## src/rtl/dzcpu_useq.sv

```systemverilog
// dzcpu micro-sequencer: mOp fetch, flow lookup, micro-PC stepping and flow-control decode.
// Optional flow-length watchdog is built when DZCPU_USEQ_WDOG_EN is defined.
module dzcpu_useq #(
   parameter int UOP_W        = 12,
   parameter int MAX_FLOW_LEN = 32
) (
   input  logic             iClock,
   input  logic             iReset,
   input  logic             iMopValid,
   input  logic [7:0]       iMemData,
   output logic             oFetchReq,
   output logic [7:0]       oLutMop,
   input  logic [7:0]       iFlowIdx,
   output logic [7:0]       oCbLutMop,
   input  logic [7:0]       iCbFlowIdx,
   output logic [7:0]       oUopAddr,
   input  logic [UOP_W-1:0] iUop,
   output logic             oUopValid,
   output logic [UOP_W-4:0] oUopOp,
   input  logic             iFlagZ,
   input  logic             iStall,
   output logic             oPcInc,
   output logic             oEof,
   output logic             oError
);

   typedef enum logic [1:0] {FETCH, LOOKUP, EXEC, CBLOOKUP} state_t;

   localparam logic [2:0] F_OP        = 3'd0;
   localparam logic [2:0] F_INC       = 3'd1;
   localparam logic [2:0] F_EOF       = 3'd2;
   localparam logic [2:0] F_INC_EOF   = 3'd3;
   localparam logic [2:0] F_INC_EOF_Z = 3'd4;
   localparam logic [2:0] F_JCB       = 3'd5;

   // The watchdog counter is 6 bits wide, so the limit must fit in it.
   if (MAX_FLOW_LEN < 1 || MAX_FLOW_LEN > 63) begin : g_bad_max_flow_len
      $error("MAX_FLOW_LEN must be in 1..63");
   end

   state_t     state_q, state_d;
   logic [7:0] upc_q, upc_d;
   logic [7:0] lut_mop_q, lut_mop_d;
   logic [7:0] cb_mop_q, cb_mop_d;
   logic [2:0] flow;
   logic       pc_inc, eof, uop_valid, wdog_trip;

   assign flow = iUop[UOP_W-1:UOP_W-3];

   // NOTE: every output of this block gets a default first, so no path leaves one unassigned (no latches).
   always_comb begin
      state_d   = state_q;
      upc_d     = upc_q;
      lut_mop_d = lut_mop_q;
      cb_mop_d  = cb_mop_q;
      pc_inc    = 1'b0;
      eof       = 1'b0;
      uop_valid = 1'b0;
      unique case (state_q)
         FETCH: begin
            if (iMopValid) begin
               lut_mop_d = iMemData;
               state_d   = LOOKUP;
            end
         end
         LOOKUP: begin
            upc_d   = iFlowIdx;
            state_d = EXEC;
         end
         CBLOOKUP: begin
            upc_d   = iCbFlowIdx;
            state_d = EXEC;
         end
         EXEC: begin
            if (!iStall) begin
               uop_valid = 1'b1;
               unique case (flow)
                  F_INC: begin
                     pc_inc = 1'b1;
                     upc_d  = upc_q + 8'd1;
                  end
                  F_EOF: begin
                     eof     = 1'b1;
                     state_d = FETCH;
                  end
                  F_INC_EOF: begin
                     pc_inc  = 1'b1;
                     eof     = 1'b1;
                     state_d = FETCH;
                  end
                  F_INC_EOF_Z: begin
                     pc_inc = 1'b1;
                     if (iFlagZ) begin
                        eof     = 1'b1;
                        state_d = FETCH;
                     end else begin
                        upc_d = upc_q + 8'd1;
                     end
                  end
                  F_JCB: begin
                     // The flow guarantees the CB sub-opcode is on the bus here.
                     pc_inc   = 1'b1;
                     cb_mop_d = iMemData;
                     state_d  = CBLOOKUP;
                  end
                  default: upc_d = upc_q + 8'd1;
               endcase
            end
         end
         default: state_d = FETCH;
      endcase
      if (wdog_trip) state_d = FETCH;
   end

   // NOTE: sequential state uses non-blocking assignments so all registers update from pre-edge values.
   always_ff @(posedge iClock or negedge iReset) begin
      if (!iReset) begin
         state_q   <= FETCH;
         upc_q     <= 8'd0;
         lut_mop_q <= 8'd0;
         cb_mop_q  <= 8'd0;
      end else begin
         state_q   <= state_d;
         upc_q     <= upc_d;
         lut_mop_q <= lut_mop_d;
         cb_mop_q  <= cb_mop_d;
      end
   end

`ifdef DZCPU_USEQ_WDOG_EN
   logic [5:0] wdog_cnt_q, wdog_cnt_d, wdog_cnt_inc;
   logic       error_q;

   assign wdog_cnt_inc = wdog_cnt_q + 6'd1;

   // Trip only when the flow would otherwise keep executing; eof and jcb exit on their own.
   always_comb begin
      wdog_cnt_d = wdog_cnt_q;
      wdog_trip  = 1'b0;
      if (state_q == LOOKUP || state_q == CBLOOKUP) begin
         wdog_cnt_d = 6'd0;
      end else if (state_q == EXEC && !iStall) begin
         wdog_cnt_d = wdog_cnt_inc;
         wdog_trip  = (int'(wdog_cnt_inc) >= MAX_FLOW_LEN) && !eof && (flow != F_JCB);
      end
   end

   always_ff @(posedge iClock or negedge iReset) begin
      if (!iReset) begin
         wdog_cnt_q <= 6'd0;
         error_q    <= 1'b0;
      end else begin
         wdog_cnt_q <= wdog_cnt_d;
         error_q    <= error_q | wdog_trip;
      end
   end

   assign oError = error_q;
`else
   assign wdog_trip = 1'b0;
   assign oError    = 1'b0;
`endif

   assign oFetchReq = (state_q == FETCH);
   assign oLutMop   = lut_mop_q;
   assign oCbLutMop = cb_mop_q;
   assign oUopAddr  = upc_q;
   assign oUopValid = uop_valid;
   assign oUopOp    = iUop[UOP_W-4:0];
   assign oPcInc    = pc_inc;
   assign oEof      = eof;

endmodule

```

## config.mk

```make
export PLATFORM = sky130hd
export DESIGN_NAME = dzcpu_useq
export DESIGN_NICKNAME = d
export VERILOG_FILES = /design/src/rtl/dzcpu_useq.sv
export SDC_FILE = /design/constraint.sdc
export NUM_CORES = 1
export LEC_CHECK = 0
export BUFFER_PORTS_ARGS = -buffer_cell sky130_fd_sc_hd__buf_2
export CAP_MARGIN = 20
export CORE_MARGIN = 2
export CORE_UTILIZATION = 35
export CTS_BUF_LIST = sky130_fd_sc_hd__clkbuf_4 sky130_fd_sc_hd__clkbuf_8
export CTS_CLUSTER_DIAMETER = 200
export CTS_CLUSTER_SIZE = 16
export DETAILED_ROUTE_END_ITERATION = 8
export PLACE_DENSITY = 0.75
export REMOVE_ABC_BUFFERS = 1
export SKIP_CTS_REPAIR_TIMING = 1
export SLEW_MARGIN = 0
export SYNTH_ARGS = -nofsm -noshare
export SYNTH_HDL_FRONTEND = slang
export SYNTH_SLANG_ARGS = --single-unit
```

## constraint.sdc

```tcl
create_clock -name iClock -period 5.19 [get_ports iClock]
set_input_delay 1.2975 -clock iClock [delete_from_list [all_inputs] [get_ports iClock]]
set_output_delay 1.2975 -clock iClock [all_outputs]
set_load 0.005 [all_outputs]
```

; Yosys cells after proc, flatten, opt, wreduce, memory -nomap -nowiden
; Cells that the tools add are included.
; W data, S select, Z words.
[op_classes]
n_reduce_logical = 10
bitwise_logic = 1
n_addsub = 1
mux = 18
eq_ne = 14
[ops]
columns = op, count
row1 = $pmux W8 S3, 1
row2 = $mux W8, 2
row3 = $pmux W8 S2, 1
row4 = $pmux W2 S3, 2
row5 = $add A8 B1 Y8 const B, 1
row6 = $mux W1, 8
row7 = $reduce_and A4 Y1, 2
row8 = $eq A3 B2 Y1 const B, 2
row9 = $eq A3 B3 Y1 const B, 2
row10 = $mux W2, 3
row11 = $ne A2 B2 Y1 const B, 3
row12 = $ne A3 B3 Y1 const B, 2
row13 = $eq A2 B2 Y1 const B, 2
row14 = $ne A4 B3 Y1 const B, 1
row15 = $reduce_or A2 Y1, 2
row16 = $reduce_or A4 Y1, 1
row17 = $eq A3 B1 Y1 const B, 1
row18 = $reduce_and A3 Y1, 1
row19 = $reduce_bool A3 Y1, 1
row20 = $reduce_or A3 Y1, 1
row21 = $eq A2 B1 Y1 const B, 1
row22 = $logic_not A2 Y1, 1
row23 = $pmux W1 S2, 1
row24 = $reduce_and A2 Y1, 1
row25 = $not A1 Y1, 1
[word_totals]
register_bits = 26
input_bits = 41
output_inout_bits = 38
wordCells = 48

; Logic depth before layout (Yosys ltp)
; Gate-level depths: netlist of the first run.
[depth]
depth_word = 5
ltp_mapped = 6

; Worst setup path before layout of the first run
; No wires, ideal clock.
[synth_path]
kind = input to output
from = in iUop[11]
to = out oEof
t_arrival_ns = 1.883
setup_slack_ns = 2.009
stages = 3
required_time_ns = 3.893
path_cell_list = nor2b_1 > a31oi_1 > nor3_1
[synth_via]
elab_chain_len = 5
[synth_lines]
columns = element, line_no
row1 = "start, declared", 17  ; input logic [UOP_W-1:0] iUop,
row2 = $eq A3 B2 Y1, 77  ; unique case (flow)
row3 = $reduce_or A2 Y1 (no line), --
row4 = $pmux W1 S2 (*), 77
row5 = $mux W1 (*), 75  ; if (!iStall) begin
row6 = $mux W1 (*), 59  ; unique case (state_q)
row7 = "end, declared", 23  ; output logic oEof,
; Mark *: on every way between the ends. The rest lies on a longest branch, timed or not.

; Worst setup path after layout of the first run
; Ends and elaborated chain as after synthesis.

==> results of run 1 <==
cells in the mapped netlist, drive strengths merged:
library cell / number / area share (%)
conb: 1 / 0.26
nand2: 6 / 1.6
a2111oi: 1 / 1.9
inv: 5 / 1.3
nor4: 1 / 0.44
nor3: 5 / 1.8
xor2: 1 / 0.62
mux2: 17 / 14
nand2b: 1 / 0.44
o2bb2ai: 4 / 2.5
o21ai: 3 / 1.1
buf: 13 / 6.4
and3: 5 / 2.3
mux2i: 2 / 1.4
dfrtp: 26 / 46
ha: 1 / 0.88
o22ai: 5 / 2.2
clkbuf: 3 / 0.79
a31o: 1 / 0.62
or2: 3 / 1.7
a21oi: 3 / 1.1
and2: 1 / 0.44
nand4: 1 / 0.44
nor2: 12 / 3.2
nand3b: 1 / 0.53
nand3: 3 / 1.1
a31oi: 2 / 0.88
a221oi: 4 / 2.5
xnor2: 1 / 0.62
a21o: 1 / 0.53
nor2b: 2 / 0.88
cell type report:
| cell class | instances | area (µm²) |
|---|---|---|
| tap | 50 | 62.6 |
| timing repair buffer | 59 | 295 |
| sequential | 26 | 651 |
| multi-input combinational | 88 | 646 |
| fill | 390 | 2210 |
| clock buffer | 4 | 55.1 |
| inverter | 5 | 18.8 |
cell families (layout without fill, tap and decap cells):
logic type / after synthesis / count (layout) / share of synthesized area, %
AND/OR/NAND/NOR: 41 / 41 / 14.8
flip-flops: 26 / 26 / 45.9
AO/OA/AOI/OAI: 24 / 24 / 13.3
buffers and inverters: 21 / 68 / 8.48
multiplexers: 19 / 19 / 15.2
XOR/XNOR: 2 / 2 / 1.24
adder cells (fa/ha/maj): 1 / 1 / 0.883
other: 1 / 1 / 0.265
power groups by stage:
| stage | Combinational, W | Sequential, W | Clock [W] |
|---|---|---|---|
| after floorplan | 0.000255 | 0.000400 | 0 |
| after global placement | 0.000415 | 0.000411 | 0 |
| after detailed placement | 0.000428 | 0.000410 | 0 |
| after CTS | 0.000427 | 0.000409 | 0.000134 |
| after global routing | 0.000477 | 0.000427 | 0.000142 |
| final | 0.000422 | 0.000408 | 0.000129 |
layer usage:
layer  track usage [%]  vias up
met2              25.2       58
met3              5.33        2
li1                  -      569
met1              18.2      558
met5                 0        -
met4              4.34        0
placed cells by master, fill, tap and decap left out, drive strengths merged:
master,Yosys,layout
xor2,1,1
inv,5,5
dfrtp,26,26
nand3,3,3
a21o,1,1
nand2,6,6
nand3b,1,1
a31o,1,1
nand2b,1,1
clkbuf,3,4
o2bb2ai,4,4
nand4,1,1
xnor2,1,1
mux2i,2,2
conb,1,1
a2111oi,1,1
o22ai,5,5
nor2,12,12
ha,1,1
nor2b,2,2
a31oi,2,2
nor3,5,5
buf,13,59
and3,5,5
a21oi,3,3
a221oi,4,4
mux2,17,17
o21ai,3,3
or2,3,3
nor4,1,1
and2,1,1
worst max-delay path, cell delays in order:
cell and delay (ns):
buf_2 0.10, nor2b_1 0.35, a31oi_1 0.16, nor3_1 0.13, buf_2 0.14
registers in the layout (all words and copies together) (netlist names):
name / count
oCbLutMop: 8
oUopAddr: 8
oLutMop: 8
state_q: 2
stage by stage:
stage,area [µm²],std cells
6_report,1730,232
5_1_grt,1730,232
4_1_cts,1730,232
3_5_place_dp,1670,228
3_3_place_gp,1670,228
2_1_floorplan,1320,119
path summary, 6_finish.rpt:
path	slack (ns)	from	cells after the start	endpoint
worst max-delay path	1.72	iUop[11]	5	oEof
worst min-delay path	0.51	oCbLutMop[7]	1	oCbLutMop[7]
worst max register to register	3.01	state_q[1]	4	oUopAddr[1]
worst min register to register	0.51	oCbLutMop[7]	1	oCbLutMop[7]
max in group asynchronous	3.79	iReset	1	oUopAddr[1]
min in group asynchronous	1.02	iReset	1	oCbLutMop[0]
==> flow_summary.yaml, run 1 <==
run_status:
  status: "completed"
detailed_routing:
  met1Wirelength_um: 1400
  dr_wl_met2_um: 1600
  firstDrtPassIters: 4
  wl_per_cell_um: 14.2
  highest_layer: "met4"
  drt_wl_total_um: 3300
  met3_length_um: 286
  dr_total_vias: 1187
  viasPerCell: 5.12
  drc_errors: 0
  drt_first_iter_violations: 78
  ant_nets: 0
setup_path:
  crit_path_start_kind: "input pin"
  critPathArrivalTime_ns: 2.18
  worstSetupPathType: "in2out"
  end_kind: "output pin"
  worstPathRequired_ns: 3.89
  crit_fanout: 4
sta:
  rsz0062_at_grt: "false"
  fmax_mhz: 288
  final_max_slew_viol_count: 0
  min_period_ns: 3.47
  fin_skew_ns: 0.00412
  timing.final.crit_share_pct: 66.9
  whs_ns: 0.508
  worst_slack_ns: 1.72
  setup_violations: 0
  slew_headroom_pct: 58.7
  tightest_slew_ns: 0.619
  fin_setup_tns_ns: 0
  hold_viol_final: 0
grt:
  grt_pass1_vias: 1148
  antenna_found_initial: 0
  grtUsageTotal_pct: 15.1
  grt_max_degree: 27
  grt_pass1_wl_um: 5250
  overflow: 0
placed_design:
  gp_congestion: 0.778
  port_buffers: 59
  hpwl_um: 2540
  post-place-ws_ns: 1.73
clock_tree:
  clk_latency_ns: 0.27
  path_clk_slew_ns: 0.08
  cts_buffers: 3
  cts_tree: "yes"
  cts_max_path_buffers: 2
  cts-root-buf: "clkbuf_8"
  htreeDepth: 1
  cts.sinks: 26
logic_synthesis:
  synth_warnings: 0
  synthCells: 135
  avgSynthCellArea_um2: 10.5
  seq_area_frac_synth_pct: 45.9
  ys_types: 35
  syn_area_um2: 1420
  synth-seq-cells: 26
pwr:
  p_clk_share_pct: 13.4
  p_int_w: 0.000607
  p_comb_share_pct: 44.0
  irDropWorstVdd_v: 0.000231
  totalPowerFinal_w: 0.000959
  switching_power_w: 0.000352
  leakage_nw: 0.832
  sw_frac_of_total_pct: 36.7
  power_density_nw_per_um2: 555
  power_frac_seq_pct: 42.5
final_layout:
  syn2layout_area_growth_pct: 22.0
  final_nets: 225
  final_util_pct: 43.8
  drive_above_1_share_pct: 47.3
  num_antenna_cells: 0
floorplanning:
  fp.dieH_um: 67.6
  dieArea_um2: 4570
  pin_count: 79
  die_x_um: 67.6
  start_util_pct: 35.9
  num_rows: 23
  core_um2: 3940
run:
  maxCapViolCount: 0
hold_path:
  hp-class: "reg2reg"
Power figures use the tool's default switching activity.
==> run 2: changes to the inputs <==
Settings changed: PLACE_DENSITY 0.75 to 0.77.
Clock period 5.19 ns to 2.9 ns, I/O delays scaled along.
==> run 2 against run 1 <==
  * Critical path depth fell by 2
  * Sequential cell count did not move
  * Register-to-register slack got worse by 2.1 ns
  * Worst hold slack got worse by 0.073 ns
  * Core utilization rose by 0.79 points
  * Global-route usage rose by 0.92 points
  * Critical endpoint unchanged
==> flow_summary.yaml, run 2 (synthesized netlist as in run 1, its figures left out) <==
run_status:
  status: "completed"
setup_path:
  crit_fanout: 15
  end_kind: "output pin"
  worstPathRequired_ns: 2.17
  worstSetupPathType: "reg2out"
  critPathArrivalTime_ns: 1.64
  crit_path_start_kind: "flip-flop"
  r2r-end: "oCbLutMop[3]"
  r2r_slack_ns: 0.92
  reg2regPathDepth: 4
  r2r_start: "state_q[1]"
pwr:
  p_comb_share_pct: 44.0
  p_int_w: 0.00116
  power_density_nw_per_um2: 1030
  totalPowerFinal_w: 0.00181
  p_clk_share_pct: 16.9
  sw_frac_of_total_pct: 35.8
  irDropWorstVdd_v: 0.000474
  leakage_nw: 0.849
  power_frac_seq_pct: 39.1
  switching_power_w: 0.000646
final_layout:
  final_nets: 227
  multi_input_area_um2: 646
  final_cell_mix: "buf_2, dfrtp_1, mux2_2, nor2_1, nand2_1"
  fill_cells: 380
  seq_area_um2: 651
  num_antenna_cells: 0
  drive_above_1_share_pct: 47.8
  final_common_cell: "buf_2"
  instances_no_fill: 234
  syn2layout_area_growth_pct: 24.2
detailed_routing:
  viasPerCell: 5.12
  drc_errors: 0
  drt_wl_total_um: 3330
  wl_per_cell_um: 14.2
  dr_total_vias: 1199
  ant_nets: 0
  firstDrtPassIters: 5
  drt_first_iter_violations: 79
floorplanning:
  die_x_um: 67.6
  start_util_pct: 35.9
  core_um2: 3940
  fp.dieH_um: 67.6
  pin_count: 79
  dieArea_um2: 4570
  num_rows: 23
grt:
  grtUsageTotal_pct: 16.0
  grt_pass1_wl_um: 5450
  overflow: 0
  grt_use_met1_pct: 19.7
  grt.busiest_layer: "met2"
  grt_max_degree: 27
  grt_pass1_vias: 1169
  met3_usage_pct: 7.00
  grt_use_met2_pct: 24.9
  antenna_found_initial: 0
placed_design:
  hpwl_um: 2480
  dp_cells: 230
  post-place-ws_ns: 0.602
  port_buffers: 59
  gp_congestion: 0.792
clock_tree:
  htreeDepth: 1
  cts_max_path_buffers: 2
  clk_latency_ns: 0.28
  path_clk_slew_ns: 0.09
  cts.sinks: 26
  cts-root-buf: "clkbuf_8"
  cts_tree: "yes"
  cts_buffers: 3
hold_path:
  hp-class: "in2async"
sta:
  setup_violations: 0
  slew_headroom_pct: 61.4
  fin_skew_ns: 0.00315
  timing.final.crit_share_pct: 81.6
  tightest_slew_ns: 0.579
  min_period_ns: 2.37
  final_max_slew_viol_count: 0
  rsz0062_at_grt: "false"
  worst_slack_ns: 0.535
  fmax_mhz: 423
  fin_setup_tns_ns: 0
  hold_viol_final: 0
run:
  maxCapViolCount: 0
run 2: cell count changes in the layout (fill, tap and decap cells not counted):
cell       previous run  this run
clkbuf_8              4         3
buf_4                 0         2
bufinv_16             0         1
run 2: per-stage QoR:
step	instance area, µm²	utilization, %	hold WS [ns]
after floorplan	1320	-	0.429
after global placement	1690	42.8	0.483
after detailed placement	1690	42.8	0.491
after CTS	1760	44.6	0.456
after global routing	1760	44.6	0.480
final	1760	44.6	0.435
run 2: worst max-delay path by stage:
stage / start / to / depth (start not counted)
after floorplan: iUop[9] / oUopAddr[1] / 4
after global placement: iUop[11] / oEof / 5
after detailed placement: iUop[11] / oEof / 5
after CTS: state_q[1] / oPcInc / 3
after global routing: state_q[1] / oEof / 3
final: state_q[1] / oEof / 3
run 2: routing by layer:
metal | vias up | part of all wire (%)
met3 | 8 | 11
met1 | 547 | 43
li1 | 569 | -
met4 | 0 | 1.5
met2 | 75 | 45
met5 | - | 0
run 2: layout make-up:
cell class	count	area share (%)
clock inverters	1	1.71
inverters	5	1.07
multi-input cells	88	36.7
repair buffers	61	17.6
flip-flops and latches	26	37.0
clock buffers	3	2.35
well taps	50	3.56
run 2: power groups by stage:
stage	Sequential [W]	Clock [W]	Combinational (W)
after floorplan	0.000716	0	0.000457
after global placement	0.000710	0	0.000779
after detailed placement	0.000710	0	0.000801
after CTS	0.000707	0.000312	0.000803
after global routing	0.000737	0.000330	0.000894
final	0.000706	0.000305	0.000794
run 2: critical path, cell delays in order, from the launching register on:
cell and delay, ns:
dfrtp_1 0.64, nand2b_1 0.34, nor3_1 0.24, buf_2 0.14
==> run 3: changes to the inputs <==
Settings changed: PLACE_DENSITY 0.77 to 0.75.
Clock period 2.9 ns to 2.47 ns, I/O delays scaled along.
==> run 3 against run 2 <==
  * Clock power fell by 25%
  * Worst hold slack lost 0.094 ns
  * Setup slack worse by 0.34 ns
  * Core utilization decreased by 0.76 points
  * Global-route usage fell by 0.96 points
  * Combinational power grew 16%
  * Clock skew down 0.0018 ns
  * Largest power group unchanged
==> flow_summary.yaml, run 3 (synthesized netlist as in run 1, its figures left out) <==
run_status:
  status: "completed"
final_layout:
  final_cell_mix: "buf_2, dfrtp_1, mux2_2, nor2_1, nand2_1"
  final_util_pct: 43.9
  num_antenna_cells: 0
  final_common_cell: "buf_2"
  syn2layout_area_growth_pct: 22.1
  final_nets: 227
  drive_above_1_share_pct: 47.5
pwr:
  totalPowerFinal_w: 0.00199
  irDropWorstVdd_v: 0.000521
  power_density_nw_per_um2: 1150
  leakage_nw: 0.835
floorplanning:
  num_rows: 23
  fp.dieH_um: 67.6
  die_x_um: 67.6
  dieArea_um2: 4570
  start_util_pct: 35.9
  core_um2: 3940
  pin_count: 79
grt:
  overflow: 0
  grt_max_degree: 27
  antenna_found_initial: 0
  grtUsageTotal_pct: 15.0
  grt_pass1_wl_um: 5290
  grt_pass1_vias: 1189
clock_tree:
  path_clk_slew_ns: 0.08
  cts_tree: "yes"
  cts_buffers: 3
  htreeDepth: 1
  clk_latency_ns: 0.26
  cts_max_path_buffers: 2
  cts.sinks: 26
  cts-root-buf: "clkbuf_8"
setup_path:
  r2r_slack_ns: 0.51
  r2r-end: "oCbLutMop[6]"
  cpLargestDelayFamily: "flip-flops"
  worstSetupPathType: "reg2out"
  worstPathRequired_ns: 1.85
  cp_slowest_cell: "dfrtp_1"
  end_kind: "output pin"
  max_stage_delay_ns: 0.64
  crit_fanout: 15
  crit_cells: 3
  r2r_start: "state_q[1]"
  crit_chain: "nand2b_1, nor3_1, buf_2"
  crit_path_start_kind: "flip-flop"
  critPathBufInv: 1
  critPathArrivalTime_ns: 1.66
  reg2regPathDepth: 4
detailed_routing:
  drc_errors: 0
  firstDrtPassIters: 4
  viasPerCell: 5.07
  dr_total_vias: 1181
  drt_wl_total_um: 3240
  drt_first_iter_violations: 45
  wl_per_cell_um: 13.9
  ant_nets: 0
run:
  maxCapViolCount: 0
sta:
  fin_setup_tns_ns: 0
  fin_skew_ns: 0.00134
  setup_violations: 0
  tightest_slew_ns: 0.571
  fmax_mhz: 439
  hold_viol_final: 0
  min_period_ns: 2.28
  final_max_slew_viol_count: 0
  rsz0062_at_grt: "false"
  timing.final.crit_share_pct: 92.2
  worst_slack_ns: 0.194
  slew_headroom_pct: 61.9
hold_path:
  hp-class: "in2async"
placed_design:
  hpwl_um: 2540
  post-place-ws_ns: 0.320
  gp_congestion: 0.828
  port_buffers: 59
-- run 3: worst max path at each step --
stage	startpoint	to	slack [ns]
4_1_cts	state_q[1]	oEof	0.16
3_3_place_gp	iUop[11]	oEof	0.42
2_1_floorplan	iUop[9]	oUopAddr[1]	0.45
5_1_grt	state_q[1]	oEof	0.04
3_5_place_dp	iUop[11]	oEof	0.32
6_report	state_q[1]	oEof	0.19
-- run 3: per-stage QoR --
step           area, µm²  hold WS, ns  instances
3_5_place_dp        1690        0.490        230
4_1_cts             1730        0.362        233
5_1_grt             1730        0.398        233
3_3_place_gp        1690        0.488        230
2_1_floorplan       1320        0.322        119
6_report            1730        0.341        233
-- run 3: power by group --
| part | internal [W] | leakage, nW | switching (W) |
|---|---|---|---|
| logic | 0.000507 | 0.504 | 0.000417 |
| clock network | 0.000109 | 0.0216 | 0.000120 |
| registers | 0.000637 | 0.309 | 0.000196 |
| total | 0.00125 | 0.835 | 0.000734 |
-- run 3: layout make-up --
cell class	instances	area [µm²]
repair buffers	61	310
inverters	5	18.8
clock buffers	3	41.3
multi-input cells	88	646
flip-flops and latches	26	651
well taps	50	62.6
fillers	381	2210
-- run 3: routing by layer --
metal,part of all wire (%),up-vias,global-route usage [%]
met1,44,551,18.7
met3,8.6,2,5.50
met5,0,-,0
met4,0.25,0,3.32
met2,47,55,24.9
li1,-,573,-
